==> src/rtl/ov7670_dvp_emulator.sv <==
// ov7670_dvp_emulator: synthesizable OV7670-style DVP byte source (VGA YUV422 timing).
// Produces VSYNC/HREF/D[7:0] so the camera capture path can be exercised without a sensor.
// Ports:
//   clk_24m      byte clock; all outputs launch on its rising edge
//   rst_24m_n    async active-low reset (asserted async, released through a 2-flop sync)
//   enable       level-sensitive run request
//   pattern_sel  0 colour bars, 1 horizontal ramp, 2 solid frame count, 3 checker 8x8
//   cam_VSYNC    frame sync, high for the whole VSYNC period
//   cam_HREF     line valid, high for the 2*H_ACTIVE active bytes of each active line
//   cam_D        pixel byte (U, Y0, V, Y1 order), 0x00 while HREF is low
//   frame_done   one-clk pulse on the last clk of the front porch
//   busy         high while a frame is in progress
// Optional feature: define DVP_EMU_LINE_TAG_EN to stamp the active line index into
// Y0 of pixel 0 ({7'b0, y[8]}) and Y1 of pixel 1 (y[7:0]) of every active line.
`timescale 1ns/1ps

module ov7670_dvp_emulator #(
  parameter int unsigned H_ACTIVE = 640,
  parameter int unsigned H_BLANK  = 144,
  parameter int unsigned V_SYNC   = 3,
  parameter int unsigned V_BACK   = 17,
  parameter int unsigned V_ACTIVE = 480,
  parameter int unsigned V_FRONT  = 10
) (
  input  logic       clk_24m,
  input  logic       rst_24m_n,
  input  logic       enable,
  input  logic [1:0] pattern_sel,
  output logic       cam_VSYNC,
  output logic       cam_HREF,
  output logic [7:0] cam_D,
  output logic       frame_done,
  output logic       busy
);

  localparam int unsigned LINE   = 2 * (H_ACTIVE + H_BLANK);
  localparam int unsigned H_W    = $clog2(LINE);
  localparam int unsigned V_MAX0 = (V_SYNC > V_BACK) ? V_SYNC : V_BACK;
  localparam int unsigned V_MAX1 = (V_ACTIVE > V_FRONT) ? V_ACTIVE : V_FRONT;
  localparam int unsigned V_MAX  = (V_MAX0 > V_MAX1) ? V_MAX0 : V_MAX1;
  localparam int unsigned V_CLOG = $clog2(V_MAX);
  // at least 9 bits so the line tag can carry y[8]
  localparam int unsigned V_W    = (V_CLOG < 9) ? 9 : V_CLOG;
  localparam int unsigned BAR_W  = (H_ACTIVE / 8 == 0) ? 1 : H_ACTIVE / 8;
  localparam int unsigned BAR_CL = $clog2(BAR_W);
  localparam int unsigned BAR_CW = (BAR_CL < 1) ? 1 : BAR_CL;

  typedef enum logic [2:0] {
    S_IDLE,
    S_VSYNC,
    S_VBACK,
    S_ACTIVE,
    S_VFRONT
  } state_t;

  state_t             state_q, state_nxt;
  logic [H_W-1:0]     h_cnt, h_nxt;
  logic [V_W-1:0]     v_cnt, v_nxt;
  logic [1:0]         rst_sync;
  logic               rst_n;
  logic               line_end, last_line, state_end;
  logic               frame_done_c, vsync_entry_c, href_c;
  logic [7:0]         frame_cnt, frame_cnt_nxt, frame_snap;
  logic [1:0]         pat_q;
  logic [2:0]         bar_idx;
  logic [BAR_CW-1:0]  bar_px;
  logic [7:0]         px_x, y_c, d_c;

  function automatic logic [7:0] bar_luma(input logic [2:0] idx);
    case (idx)
      3'd0:    bar_luma = 8'hEB;
      3'd1:    bar_luma = 8'hD2;
      3'd2:    bar_luma = 8'hAA;
      3'd3:    bar_luma = 8'h91;
      3'd4:    bar_luma = 8'h6A;
      3'd5:    bar_luma = 8'h51;
      3'd6:    bar_luma = 8'h29;
      default: bar_luma = 8'h10;
    endcase
  endfunction

  // Reset synchronizer: assertion is immediate, release is aligned to clk_24m.
  always_ff @(posedge clk_24m or negedge rst_24m_n) begin
    if (!rst_24m_n) rst_sync <= 2'b00;
    else            rst_sync <= {rst_sync[0], 1'b1};
  end
  assign rst_n = rst_sync[1];

  // State register and line/column counters.
  always_ff @(posedge clk_24m or negedge rst_n) begin
    if (!rst_n) begin
      state_q <= S_IDLE;
      h_cnt   <= '0;
      v_cnt   <= '0;
    end else begin
      state_q <= state_nxt;
      h_cnt   <= h_nxt;
      v_cnt   <= v_nxt;
    end
  end

  // Next-state, counter and byte decode.
  always_comb begin
    state_nxt     = state_q;
    h_nxt         = h_cnt;
    v_nxt         = v_cnt;
    last_line     = 1'b0;
    frame_done_c  = 1'b0;
    line_end      = (h_cnt == H_W'(LINE - 1));

    case (state_q)
      S_VSYNC:  last_line = (v_cnt == V_W'(V_SYNC - 1));
      S_VBACK:  last_line = (v_cnt == V_W'(V_BACK - 1));
      S_ACTIVE: last_line = (v_cnt == V_W'(V_ACTIVE - 1));
      S_VFRONT: last_line = (v_cnt == V_W'(V_FRONT - 1));
      default:  last_line = 1'b0;
    endcase
    state_end = line_end && last_line;

    case (state_q)
      S_IDLE:   if (enable)    state_nxt = S_VSYNC;
      S_VSYNC:  if (state_end) state_nxt = S_VBACK;
      S_VBACK:  if (state_end) state_nxt = S_ACTIVE;
      S_ACTIVE: if (state_end) state_nxt = S_VFRONT;
      S_VFRONT: if (state_end) begin
        frame_done_c = 1'b1;
        state_nxt    = enable ? S_VSYNC : S_IDLE;
      end
      default:  state_nxt = S_IDLE;
    endcase

    if (state_q == S_IDLE) begin
      h_nxt = '0;
      v_nxt = '0;
    end else begin
      h_nxt = line_end ? '0 : h_cnt + H_W'(1);
      if (state_end)     v_nxt = '0;
      else if (line_end) v_nxt = v_cnt + V_W'(1);
    end

    vsync_entry_c = (state_nxt == S_VSYNC) && (state_q != S_VSYNC);
    frame_cnt_nxt = frame_done_c ? frame_cnt + 8'd1 : frame_cnt;

    href_c = (state_q == S_ACTIVE) && (h_cnt < H_W'(2 * H_ACTIVE));
    px_x   = 8'(h_cnt >> 1);
    case (pat_q)
      2'd0:    y_c = bar_luma(bar_idx);
      2'd1:    y_c = px_x;
      2'd2:    y_c = frame_snap;
      default: y_c = (px_x[3] ^ v_cnt[3]) ? 8'hFF : 8'h00;
    endcase
    // even byte slots carry U/V, odd slots carry Y
    d_c = h_cnt[0] ? y_c : 8'h80;
`ifdef DVP_EMU_LINE_TAG_EN
    if (h_cnt == H_W'(1))      d_c = {7'b0, v_cnt[8]};
    else if (h_cnt == H_W'(3)) d_c = v_cnt[7:0];
`endif
  end

  // Bar position tracks pixel x without a divider; advances after each pixel's second byte.
  always_ff @(posedge clk_24m or negedge rst_n) begin
    if (!rst_n) begin
      bar_px  <= '0;
      bar_idx <= '0;
    end else if (state_q != S_ACTIVE || line_end) begin
      bar_px  <= '0;
      bar_idx <= '0;
    end else if (href_c && h_cnt[0]) begin
      if (bar_px == BAR_CW'(BAR_W - 1)) begin
        bar_px  <= '0;
        bar_idx <= bar_idx + 3'd1;
      end else begin
        bar_px  <= bar_px + BAR_CW'(1);
      end
    end
  end

  // Registered outputs, frame counter and per-frame snapshots.
  always_ff @(posedge clk_24m or negedge rst_n) begin
    if (!rst_n) begin
      cam_VSYNC  <= 1'b0;
      cam_HREF   <= 1'b0;
      cam_D      <= 8'h00;
      frame_done <= 1'b0;
      busy       <= 1'b0;
      frame_cnt  <= 8'h00;
      frame_snap <= 8'h00;
      pat_q      <= 2'd0;
    end else begin
      cam_VSYNC  <= (state_q == S_VSYNC);
      cam_HREF   <= href_c;
      cam_D      <= href_c ? d_c : 8'h00;
      frame_done <= frame_done_c;
      busy       <= (state_q != S_IDLE);
      frame_cnt  <= frame_cnt_nxt;
      if (vsync_entry_c) begin
        pat_q      <= pattern_sel;
        frame_snap <= frame_cnt_nxt;
      end
    end
  end

endmodule

==> config.mk <==
export PLATFORM = sky130hd
export DESIGN_NAME = ov7670_dvp_emulator
export DESIGN_NICKNAME = d
export VERILOG_FILES = /design/src/rtl/ov7670_dvp_emulator.sv
export SDC_FILE = /design/constraint.sdc
export NUM_CORES = 1
export LEC_CHECK = 0
export CAP_MARGIN = 25
export CORE_MARGIN = 2
export CORE_UTILIZATION = 52
export CTS_BUF_LIST = sky130_fd_sc_hd__clkbuf_8
export DETAILED_ROUTE_END_ITERATION = 8
export PLACE_DENSITY = 0.68
export SYNTH_ARGS = -nofsm -noshare
export SYNTH_HDL_FRONTEND = slang
export SYNTH_SLANG_ARGS = --single-unit
==> constraint.sdc <==
create_clock -name clk_24m -period 2.1 [get_ports clk_24m]
set_input_delay 0.42 -clock clk_24m [delete_from_list [all_inputs] [get_ports clk_24m]]
set_output_delay 0.42 -clock clk_24m [all_outputs]
set_load 0.05 [all_outputs]
==> reports/metrics.cfg, run 1 <==
[flow_run]
max_cap_violations=0

[clocking]
clk_pin_slew_ns=0.08
numClockSinks=65
h-tree-depth=3
cts_made_buffers=9
cts_tree=done
max-clock-path-buffers=2
worstSkewPairLatency_ns=0.34
cts_root_buf=clkbuf_8
cts_hold_buf=0

[power_and_ir_drop]
leakagePower_nw=1.92
peakVddDrop_mv=0.442
power.internal_mw=2.25
p_sw_frac=0.265
power_frac_seq=0.455
switching_power_mw=0.809
pwr-share-comb=0.155
p_per_area_mw_per_mm2=726
clockPowerShare=0.390

[layout]
drive_gt1_frac=0.258
syn_to_final_growth_pct=30.7
nNetsFinal=401
mostFrequentLayoutCells=dfrtp_1 (64), buf_4 (47), nor2_1 (35), nand2_1 (20)
n_antenna_cell=0
fillCellCount=427
fin_util=0.707
fin_cells=466
final_common_cell=dfrtp_1

[place]
place_ws_ns=-0.193
gp_congestion=0.832
hpwlAfterDp_um=4780
placedCellCount=443
port_buffers=16

[synthesis]
synth_cell_type_count=44
synth-compound-area-share=0.120
synth_area_leader_cell=dfrtp_1
ys_seq_area_frac=0.505
synth-async-reset-ratio=1.00
synth_xor_area_frac=0.0625
postSynthAreaPerCell_um2=10.1
synthTopCellsByArea=dfrtp_1 (50%), xnor2_1 (4.9%), nor2_1 (4.1%)
syn_area_mm2=0.00322
ys_warn_count=0
yosys_most_used_dff=dfrtp_1
synth_top_family_by_area=simple AND/OR/NAND/NOR gates
yosys.area.top_type_share=0.505
muxShareOfSynthArea=0.0450
syn_inst=320
synth_edf_count=0
synthSimpleGateAreaFrac=0.193
synthAdderAreaFrac=0.0411
ys_ff_latch=65
synth_fp_nets=335

[drt]
drt-initial-drc-count=166
wirelength_um=7030
vias_per_cell=5.51
wl_per_cell_um=15.1
drc=0
firstDrtPassIters=4
vias=2568
ant_nets=0

[grt]
antenna_found_initial=0
grt_pass1_vias=2521
track_usage=0.227
grt_overflow=0
grt_pass1_wl_um=11500
grt_max_degree=64

[die]
die_h_um=82.7
start_util=0.541
die_area_mm2=0.00684
core_area_mm2=0.00596
ios=17
rows=28
fp.dieW_um=82.7

[critical_path]
crit_start=state_q[2]$_DFF_PN0_
crit_type=reg2reg
rr_worst_depth=8
cp.required_ns=2.33
r2r_start=state_q[2]$_DFF_PN0_
critical_path_arrival_ns=2.45
crit_fanout=6
start_kind=flip-flop
cp-end-kind=flip-flop

[sta]
rsz0062_at_grt=yes
period_share=1.06
tightest_slew_ns=0.511
setup_viol=11
holdWs_ns=0.236
min_period_ns=2.22
fin_ws_ns=-0.117
fmax_mhz=451
drv_slew=0
fin_skew_ns=0.00967
hold_viol_final=0
slew_headroom=0.658

[outcome]
violations=negative setup slack
status=complete, but fails checks

[hold_path]
worstHoldPathType=in2async

cell usage after synthesis, types with 5 or more instances:
library cell  count
o21ai_0          15
xor2_1            5
nand4_1          10
inv_1            12
nor2_1           35
a31oi_1           5
o22ai_1           7
ha_1              9
clkbuf_1         11
and3_1            7
nand2_1          20
nand3_1          16
nor3_1            8
nand2b_1          6
dfrtp_1          65
xnor2_1          18
mux2_2           11
a21oi_1          18
kinds of logic after synthesis:
family / Yosys count
buffers and inverters: 26
DFF: 65
adders and majority gates: 10
xor gates and xnor gates: 23
other: 1
and+or+nand+nor: 122
AOI/OAI and AO/OA: 60
muxes: 13
layer usage:
| layer | share of wire | GRT usage |
|---|---|---|
| met2 | 0.49 | 0.367 |
| met4 | 0.0085 | 0.0787 |
| met1 | 0.47 | 0.298 |
| met3 | 0.029 | 0.0565 |
| met5 | 0 | 0 |
registers in the layout, indices dropped and copies added, names as in the netlist, 2 cells and up:
name        flops
h_cnt          11
v_cnt           9
cam_D           8
frame_cnt       8
frame_snap      8
bar_px          7
bar_idx         3
state_q         3
pat_q           2
rst_sync        2
through the flow:
stage	TNS [ns]	total power, mW	area, µm²
floorplan	-1.35	1.70	3230
global placement	-0.983	1.86	3780
detailed placement	-1.86	1.87	3780
CTS	-1.05	3.09	4100
global route	-2.53	3.22	4210
finish	-0.809	3.06	4210
power by group through the flow:
stage / Combinational (mW) / Clock [mW] / Sequential, mW
final: 0.473 / 1.19 / 1.39
after global routing: 0.533 / 1.28 / 1.41
after CTS: 0.471 / 1.23 / 1.39
after detailed placement: 0.457 / 0 / 1.41
after global placement: 0.452 / 0 / 1.41
after floorplan: 0.282 / 0 / 1.42
critical path, cell delays in order (launching register included):
cell and delay, ns:
dfrtp_1 0.40, xnor2_1 0.14, or3_4 0.34, a2111oi_4 0.41, buf_4 0.23, buf_4 0.12, nand3_4 0.06, xnor2_2 0.15
mux2_2 0.26
area by class of cell:
cell class              instances  area, µm²  area share
clock inverters                 6       90.1      0.0214
clock buffers                  10        138      0.0327
well taps                      75       93.8      0.0223
repair buffers                 68        578       0.137
multi-input cells             230       1640       0.389
inverters                      12       45.0      0.0107
flip-flops and latches         65       1630       0.387
path summary, 6_finish.rpt:
path	endpoint	slack [ns]
worst max-delay path	frame_snap[2]$_DFFE_PN0P_	-0.12
worst min-delay path	rst_sync[0]$_DFF_PN0_	0.24
worst max register to register	frame_snap[2]$_DFFE_PN0P_	-0.12
worst min register to register	cam_D[1]$_DFF_PN0_	0.28
max in group asynchronous	h_cnt[0]$_DFF_PN0_	1.55
min in group clk_24m	rst_sync[1]$_DFF_PN0_	0.35
timing repair:
| action | in CTS | in global routing |
|---|---|---|
| gates resized for setup | 13 | 18 |
| gates cloned | 1 | 0 |
| setup endpoints to repair | 18 | 26 |
| setup buffers | 3 | 5 |
| pin swaps | 6 | 8 |
Power figures use the tool's default switching activity.
==> run 2, diff against run 1 <==
Settings changed: PLACE_DENSITY 0.68 to 0.7.
Clock period 2.1 ns to 1.8 ns, I/O delays scaled along.
==> reports/metrics.cfg, run 2 (synthesis results as in run 1) <==
[sta]
fin_ws_ns=-0.440
period_share=1.24
fin_skew_ns=0.00920
min_period_ns=2.24
holdWs_ns=0.181
fmax_mhz=447
rsz0062_at_grt=yes
hold_viol_final=0
setup_viol=31
drv_slew=0

[layout]
drive_gt1_frac=0.307
stdcell_area_mm2=0.00415
fin_cells=466
fin_util=0.697
largest_reg_flops=11
nNetsFinal=401
syn_to_final_growth_pct=28.8
top_register=h_cnt
mostFrequentLayoutCells=dfrtp_1 (64), buf_4 (59), nor2_1 (34), nand2_1 (19), nand3_1 (15)
regArea_mm2=0.00163
multiInputGateArea_mm2=0.00166
final_common_cell=dfrtp_1
fillCellCount=459
n_antenna_cell=0
largestRegisters=h_cnt x11, v_cnt x9

[die]
die_h_um=82.7
start_util=0.541
core_area_mm2=0.00596
die_area_mm2=0.00684
ios=17
rows=28
fp.dieW_um=82.7

[drt]
vias=2577
drc=0
firstDrtPassIters=4
ant_nets=0
wirelength_um=7140
vias_per_cell=5.53
drt-initial-drc-count=124
wl_per_cell_um=15.3

[power_and_ir_drop]
peakVddDrop_mv=0.499
power.internal_mw=2.36
p_total_mw=3.34
clockPowerShare=0.339
leakagePower_nw=1.90
p_sw_frac=0.292
pwr-share-comb=0.174
switching_power_mw=0.972
p_per_area_mw_per_mm2=803
power_frac_seq=0.486

[clocking]
numClockSinks=65
cts_hold_buf=0
cts_made_buffers=9
clk_pin_slew_ns=0.08
h-tree-depth=3
cts_tree=done
max-clock-path-buffers=2
cts_root_buf=clkbuf_8
worstSkewPairLatency_ns=0.34

[critical_path]
crit_chain=xnor2_1 > or3_1 > a2111oi_4 > nand4_1 > buf_4 > xnor2_2 > mux2_2
cp.required_ns=2.03
cp-end-kind=flip-flop
start_kind=flip-flop
crit_type=reg2reg
cp_slowest_stage_delay_ns=0.42
critical_path_arrival_ns=2.47
crit_fanout=4
reg2reg_slack_ns=-0.44
slowest_stage=dfrtp_1

[grt]
grt_pass1_wl_um=11500
grt_max_degree=64
track_usage=0.228
antenna_found_initial=0
grt_pass1_vias=2524
grt_overflow=0

[flow_run]
max_cap_violations=0

[place]
place_area_mm2=0.00377
placedCellCount=445
hpwlAfterDp_um=4840
gp_congestion=0.839
port_buffers=16

[outcome]
violations=negative setup slack
status=complete, but fails checks

[hold_path]
worstHoldPathType=in2async

==> run 2: power by group through the flow <==
stage | Sequential, mW | Combinational (mW) | Clock (mW)
2_1_floorplan | 1.65 | 0.335 | 0
3_3_place_gp | 1.64 | 0.534 | 0
3_5_place_dp | 1.65 | 0.539 | 0
4_1_cts | 1.62 | 0.563 | 1.15
5_1_grt | 1.64 | 0.647 | 1.22
6_report | 1.62 | 0.581 | 1.13
==> run 2: routing by layer <==
layer  vias to the layer above  global-route usage  wire length, µm
met5                         -                   0                0
met2                        49               0.370             3480
met3                        15              0.0359              200
met4                         0               0.107              153
li1                       1260                   -                -
met1                      1253               0.301             3310
==> run 2: what timing repair did <==
| item | in CTS | in global routing |
|---|---|---|
| gates resized for setup | 20 | 20 |
| endpoints found under the setup margin | 40 | 41 |
| pin swaps | 8 | 3 |
| buffers inserted | 1 | 3 |
| cloned | 1 | 0 |
==> run 2: layout make-up <==
cell class	count	area share
inverters	12	0.0108
repair buffers	68	0.132
multi-input cells	230	0.399
flip-flops and latches	65	0.392
clock inverters	6	0.0105
well taps	75	0.0226
clock buffers	10	0.0331
==> run 2: worst max-delay path: cells and delay by family (launching register included) <==
family,cells,cell delay (ns)
compound gates,1,0.41
flops,1,0.42
xor+xnor,2,0.29
buf+inv,1,0.20
simple gates,2,0.55
mux,1,0.27
==> run 2: path summary, 6_finish.rpt <==
kind                                        from                   endpoint  cells past startpoint
setup / recovery            state_q[2]$_DFF_PN0_  frame_snap[0]$_DFFE_PN0P_                      7
hold / removal                         rst_24m_n      rst_sync[0]$_DFF_PN0_                      1
setup reg to reg            state_q[2]$_DFF_PN0_  frame_snap[0]$_DFFE_PN0P_                      7
hold reg to reg            rst_sync[1]$_DFF_PN0_  frame_snap[6]$_DFFE_PN0P_                      1
max in group asynchronous  rst_sync[1]$_DFF_PN0_       pat_q[0]$_DFFE_PN0P_                      1
min in group clk_24m       rst_sync[0]$_DFF_PN0_      rst_sync[1]$_DFF_PN0_                      0
==> run 2: metrics by stage <==
step	TNS [ns]	setup slack (ns)
after global placement	-7.51	-0.414
after global routing	-10.82	-0.543
after detailed placement	-8.71	-0.464
final	-7.84	-0.440
after floorplan	-7.24	-0.490
after CTS	-6.99	-0.399
